## src/rtl/div_share_ctrl_pkg.sv

```systemverilog
// Shared types for the divider-sharing controller.
// Holds the FSM state encoding and the default geometry.
package div_share_ctrl_pkg;

   localparam int DIVS_NUM_REQ    = 2;
   localparam int DIVS_DATA_WIDTH = 32;

   typedef enum logic [2:0] {
      DIVS_IDLE,
      DIVS_LAUNCH,
      DIVS_RUN,
      DIVS_RESP,
      DIVS_DRAIN
   } div_share_state_t;

endpackage

```

## src/rtl/div_share_ctrl_rr_arbiter2.sv

```systemverilog
// Two-input round-robin arbiter with a combinational grant.
// The pointer only moves when both inputs contend and the grant is taken.
module rr_arbiter2 (
   input  logic       clk,
   input  logic       rst,
   input  logic [1:0] req,
   input  logic       accept,
   output logic       grant_idx
);

   logic ptr;
   logic both;

   assign both = &req;

   always_comb begin
      grant_idx = 1'b0;
      unique case (1'b1)
         both:              grant_idx = ptr;
         req[1] & ~req[0]:  grant_idx = 1'b1;
         default:           grant_idx = 1'b0;
      endcase
   end

   always_ff @(posedge clk or posedge rst) begin
      if (rst) begin
         ptr <= 1'b0;
      end else if (accept && both) begin
         ptr <= ~grant_idx;
      end
   end

endmodule

```

## src/rtl/div_share_ctrl.sv

```systemverilog
// Shares one iterative divider between two ALU lanes.
// Grants round-robin, launches once, routes the result back to the owner lane.
module div_share_ctrl
   import div_share_ctrl_pkg::*;
#(
   parameter int NUM_REQ    = DIVS_NUM_REQ,
   parameter int DATA_WIDTH = DIVS_DATA_WIDTH
) (
   input  logic                          clk,
   input  logic                          rst,
   input  logic [NUM_REQ-1:0]            req_valid,
   input  logic [NUM_REQ-1:0]            req_signed,
   input  logic [NUM_REQ*DATA_WIDTH-1:0] req_dividend,
   input  logic [NUM_REQ*DATA_WIDTH-1:0] req_divisor,
   input  logic                          flush,
   output logic [NUM_REQ-1:0]            lane_pause,
   output logic [NUM_REQ-1:0]            resp_valid,
   output logic [DATA_WIDTH-1:0]         resp_quotient,
   output logic [DATA_WIDTH-1:0]         resp_remainder,
   output logic                          div_start,
   output logic                          div_op,
   output logic [DATA_WIDTH-1:0]         div_dividend,
   output logic [DATA_WIDTH-1:0]         div_divisor,
   input  logic                          div_running,
   input  logic                          div_done,
   input  logic [DATA_WIDTH-1:0]         div_quotient,
   input  logic [DATA_WIDTH-1:0]         div_remainder
);

   div_share_state_t state, state_n;

   logic                  owner;
   logic                  op_q;
   logic [DATA_WIDTH-1:0] dvd_q, dvs_q;
   logic [DATA_WIDTH-1:0] rq_q, rr_q;
   logic                  start_q;

   logic                  gidx;
   logic                  accept;
   logic                  capture;
   logic [DATA_WIDTH-1:0] sel_dvd, sel_dvs;
   logic                  unused_running;

   // The divider cannot be aborted; completion is tracked by div_done only.
   assign unused_running = div_running;

   assign accept  = (state == DIVS_IDLE) & ~flush & (|req_valid);
   assign capture = (state == DIVS_RUN) & div_done & ~flush;

   assign sel_dvd = req_dividend[int'(gidx)*DATA_WIDTH +: DATA_WIDTH];
   assign sel_dvs = req_divisor[int'(gidx)*DATA_WIDTH +: DATA_WIDTH];

   rr_arbiter2 u_arb (
      .clk       (clk),
      .rst       (rst),
      .req       (req_valid[1:0]),
      .accept    (accept),
      .grant_idx (gidx)
   );

   always_comb begin
      state_n = state;
      unique case (state)
         DIVS_IDLE: begin
            if (accept) state_n = DIVS_LAUNCH;
         end
         DIVS_LAUNCH: begin
            state_n = flush ? DIVS_DRAIN : DIVS_RUN;
         end
         DIVS_RUN: begin
            if (div_done) begin
               state_n = flush ? DIVS_IDLE : DIVS_RESP;
            end else if (flush) begin
               state_n = DIVS_DRAIN;
            end
         end
         DIVS_RESP: begin
            state_n = DIVS_IDLE;
         end
         DIVS_DRAIN: begin
            if (div_done) state_n = DIVS_IDLE;
         end
         default: begin
            state_n = DIVS_IDLE;
         end
      endcase
   end

   always_ff @(posedge clk or posedge rst) begin
      if (rst) begin
         state   <= DIVS_IDLE;
         owner   <= 1'b0;
         op_q    <= 1'b0;
         dvd_q   <= '0;
         dvs_q   <= '0;
         rq_q    <= '0;
         rr_q    <= '0;
         start_q <= 1'b0;
      end else begin
         state   <= state_n;
         start_q <= (state_n == DIVS_LAUNCH);
         if (accept) begin
            owner <= gidx;
            op_q  <= req_signed[gidx];
            dvd_q <= sel_dvd;
            dvs_q <= sel_dvs;
         end
         if (capture) begin
            rq_q <= div_quotient;
            rr_q <= div_remainder;
         end
      end
   end

   // A flush landing in RESP swallows the pulse; the lane is being killed.
   always_comb begin
      resp_valid = '0;
      if ((state == DIVS_RESP) && !flush) begin
         resp_valid[owner] = 1'b1;
      end
   end

   assign lane_pause     = req_valid & ~resp_valid & {NUM_REQ{~flush}};
   assign resp_quotient  = rq_q;
   assign resp_remainder = rr_q;
   assign div_start      = start_q;
   assign div_op         = op_q;
   assign div_dividend   = dvd_q;
   assign div_divisor    = dvs_q;

endmodule

```

## config.mk

```make
export PLATFORM = sky130hd
export DESIGN_NAME = div_share_ctrl
export DESIGN_NICKNAME = d
export VERILOG_FILES = /design/src/rtl/div_share_ctrl_pkg.sv /design/src/rtl/div_share_ctrl_rr_arbiter2.sv /design/src/rtl/div_share_ctrl.sv
export SDC_FILE = /design/constraint.sdc
export NUM_CORES = 1
export LEC_CHECK = 0
export BUFFER_PORTS_ARGS = -buffer_cell sky130_fd_sc_hd__buf_2
export CELL_PAD_IN_SITES_DETAIL_PLACEMENT = 1
export CELL_PAD_IN_SITES_GLOBAL_PLACEMENT = 2
export CORE_UTILIZATION = 30
export CTS_CLUSTER_SIZE = 8
export DETAILED_ROUTE_END_ITERATION = 12
export PLACE_DENSITY = 0.85
export SETUP_SLACK_MARGIN = 0.1
export SLEW_MARGIN = 20
export SYNTH_ARGS = -nofsm -noshare
export SYNTH_HDL_FRONTEND = slang
export SYNTH_HIERARCHICAL = 1
export SYNTH_SLANG_ARGS = --single-unit
```

## constraint.sdc

```tcl
create_clock -name clk -period 5.8 [get_ports clk]
set_input_delay 0 -clock clk [delete_from_list [all_inputs] [get_ports clk]]
set_output_delay 0 -clock clk [all_outputs]
set_load 0.02 [all_outputs]
```

==> results of run 1 <==
## cell families after synthesis
family          after synthesis  share of synthesized area [%]
flops                       135                           57.6
mux                         196                           37.6
simple gates                 15                           1.79
compound gates                2                          0.256
buf+inv                      26                           2.47
xor+xnor                      2                          0.299
## stage by stage
step           setup WS [ns]  area, µm²  utilization (%)  cells  hold WS, ns
3_3_place_gp            3.14       7780             41.1    951       -0.131
3_5_place_dp            3.06       7780             41.1    951       -0.129
2_1_floorplan           2.22       5870                -    376       -0.271
==> flow_summary.ini, run 1 <==
[placed_design]
numPortBuffers = 333
dpl.hpwl_mm = 12.4
place.gp.congestion = 0.704

[logic_synthesis]
yosys.cell_types.count = 24
syn-cell-area_um2 = 5870
synth_area_leaders = dfrtp_1 (58%), mux2_2 (34%), mux2_1 (3.5%)
synth_top_area_share_pct = 57.6
syn_avg_cell_area_um2 = 15.6
synth.most_common_cell = mux2_2
seq_area_frac_synth_pct = 57.6
synth_edf_count = 0
synth.largest_area_cell = dfrtp_1
netlist_top_cells_count = mux2_2 (178), dfrtp_1 (135), mux2_1 (18)
synth_ff_type = dfrtp_1
ys_warn_count = 6
async_flop_share_pct = 100
syn_inst = 376
ys_ff_latch = 135
synth_nets = 577

[floorplan]
ios = 335
floorplan.initialDensity_pct = 31.0
die_y_um = 142
rows = 50
die_w_um = 142

[run_status]
stop_stage = clock tree synthesis
status = did not finish
stop_error = [ERROR RSZ-0060] Max buffer count reached.

[cts]
cts_max_level = 4
ctsResizeCount = 0
cts_hold_buf = 197
numCtsBuffers = 17
cts_buffer_depth = 2
clock-sinks = 135
clockRootBuffer = clkbuf_16
post-cts-setup-buffers = 0
==> inputs of run 2 (changes only) <==
--- a/config.mk
+++ b/config.mk
@@ -6,13 +6,9 @@
 export NUM_CORES = 1
 export LEC_CHECK = 0
 export BUFFER_PORTS_ARGS = -buffer_cell sky130_fd_sc_hd__buf_2
-export CELL_PAD_IN_SITES_DETAIL_PLACEMENT = 1
-export CELL_PAD_IN_SITES_GLOBAL_PLACEMENT = 2
-export CORE_UTILIZATION = 30
-export CTS_CLUSTER_SIZE = 8
+export CORE_UTILIZATION = 23
 export DETAILED_ROUTE_END_ITERATION = 12
-export PLACE_DENSITY = 0.85
-export SETUP_SLACK_MARGIN = 0.1
+export PLACE_DENSITY_LB_ADDON = 0.15
 export SLEW_MARGIN = 20
 export SYNTH_ARGS = -nofsm -noshare
 export SYNTH_HDL_FRONTEND = slang
==> flow_summary.ini, run 2 <==
[route]
via_per_inst = 4.06
drc = 0
num_vias = 5085
drt_pre_antenna_iters = 4
post_drt_wl_per_cell_um = 13.8
ant_nets = 0
totalWireLength_mm = 17.3
drtIter0Drc = 93

[cts]
post-cts-setup-buffers = 0
cts_tree = yes
cts_hold_buf = 200
insertion_delay_ns = 0.41
ctsResizeCount = 0
clock-sinks = 135
numCtsBuffers = 17
cts_max_level = 4
clockRootBuffer = clkbuf_16
path_clk_slew_ns = 0.06
cts_buffer_depth = 2

[logic_synthesis]
syn_inst = 376
synth.largest_area_cell = dfrtp_1
synth_nets = 577
synth.most_common_cell = mux2_2
yosys.cell_types.count = 24
synth_edf_count = 0
netlist_top_cells_count = mux2_2 (178), dfrtp_1 (135), mux2_1 (18)
synth_top_area_share_pct = 57.6
ys_warn_count = 6
synth_ff_type = dfrtp_1
seq_area_frac_synth_pct = 57.6
synth_area_leaders = dfrtp_1 (58%), mux2_2 (34%), mux2_1 (3.5%)
ys_ff_latch = 135
async_flop_share_pct = 100
syn_avg_cell_area_um2 = 15.6
syn-cell-area_um2 = 5870

[setup_path]
crit_required_ns = 6.09
path_class = flip-flop to flip-flop
crit_path_max_fanout = 51
cp_slowest_cell = nor3b_4
cp.arrival_ns = 3.43
slowest_delay_ns = 0.82
cp-start-kind = flip-flop
crit_path_end_kind = flip-flop
path_cells = nor3_2 > nor3b_4 > buf_4 > nand3_1 > dlygate4sd3_1 > xnor2_1

[global_routing]
grt_pass1_wl_mm = 27.5
grt_overflow_total = 0
antenna_found_initial = 0
grtUsageTotal_pct = 13.2
grt_pass1_vias = 5692
grt_max_degree = 78

[timing]
rsz0062_at_grt = false
worst_slack_ns = 2.66
finalHoldViolCount = 0
min_period_over_period_pct = 54.1
max_freq_mhz = 319
finClkSkew_ns = 0.00975
slew_headroom_pct = 37.5
setup-violations-final = 0
worst_slew_pin_slew_ns = 0.937
layout_min_cycle_time_ns = 3.14
setup_tns_ns = 0
drv_slew = 0

[power_and_ir_drop]
powerDensity_nw_per_um2 = 464
swShare_pct = 36.8
vdd_drop_max_mv = 0.246
p_leak_nw = 4.98
seqPwrFrac_pct = 33.7
pwr-share-clk_pct = 23.4
internal_power_mw = 3.08
comb_power_share_pct = 42.9
p_sw_mw = 1.80

[final_layout]
areaGrowthSynthToFinish_pct = 79.0
layout_commonest_cell = buf_2
final_util_pct = 41.8
final_cell_mix = buf_2 (333), dlygate4sd3_1 (200), mux2_2 (178)
antenna_cells = 0
n_fill_cell = 2375
nets = 1111
post_route_cells_drive_above_1_share_pct = 59.9

[floorplan]
core_area_um2 = 25100
ios = 335
die_w_um = 162
floorplan.initialDensity_pct = 23.4
rows = 58
die_y_um = 162
die-area_um2 = 26200

[placed_design]
dpl.hpwl_mm = 11.1
numPortBuffers = 333
place.gp.congestion = 0.730
dp_slack_ns = 3.04

[min_path]
min_path_type = input port to asynchronous set/reset pin

[run]
cap_violations = 0

[run_status]
status = completed
-- run 2: cells by family (layout without fill, tap and decap cells) --
logic type / Yosys count / in the layout / share of synthesized area (%)
mux: 196 / 196 / 37.6
flops: 135 / 135 / 57.6
xor+xnor: 2 / 2 / 0.299
buf+inv: 26 / 573 / 2.47
simple gates: 15 / 15 / 1.79
compound gates: 2 / 2 / 0.256
-- run 2: cell type report --
cell class                 count  area (µm²)  area share, %
tap                          330         413           3.93
multi-input combinational    215        2360           22.5
sequential                   135        3380           32.2
timing repair buffer         538        3720           35.4
inverter                       3        16.3          0.155
clock inverter                14         188           1.79
clock buffer                  18         429           4.08
-- run 2: final timing paths --
kind	startpoint	end	slack [ns]	cells after the start
max	state[0]	u_arb/ptr	2.66	6
min	rst	u_arb/ptr	0.03	3
max reg2reg	state[0]	u_arb/ptr	2.66	6
min reg2reg	div_divisor[7]	div_divisor[7]	0.48	1
max in group asynchronous	rst	div_dividend[14]	4.47	5
min in group clk	req_valid[1]	div_start	0.09	3
-- run 2: critical path, delay by kind of cell (launching register included) --
kind                      cells  cell delay (ns)
buffers and inverters         2             1.25
xor gates and xnor gates      1             0.13
DFF                           1             0.43
and+or+nand+nor               3             1.21
-- run 2: power by group through the flow --
| stage | clock network [mW] | logic [mW] | registers [mW] |
|---|---|---|---|
| after floorplan | 0 | 0.725 | 2.18 |
| after global placement | 0 | 1.93 | 1.64 |
| after detailed placement | 0 | 1.96 | 1.65 |
| after CTS | 1.19 | 2.11 | 1.64 |
| after global routing | 1.23 | 2.24 | 1.70 |
| final | 1.14 | 2.09 | 1.64 |
-- run 2: per-layer routing --
| metal | vias up | GRT usage [%] | wire (µm) |
|---|---|---|---|
| met1 | 2415 | 14.7 | 6950 |
| met2 | 224 | 23.9 | 8720 |
| met4 | 0 | 4.80 | 280 |
| met5 | - | 0 | 0 |
| li1 | 2426 | - | - |
| met3 | 20 | 3.98 | 1380 |
-- run 2: per-stage QoR --
step                      cell area [µm²]  hold slack, ns  power (mW)  std cells
after detailed placement             7870          -0.111        3.60       1020
after CTS                           10500          0.0173        4.95       1252
after global routing                10500          0.0423        5.17       1253
final                               10500          0.0333        4.88       1253
after global placement               7870          -0.114        3.57       1020
after floorplan                      5870          -0.271        2.91        376
Power figures use the tool's default switching activity.
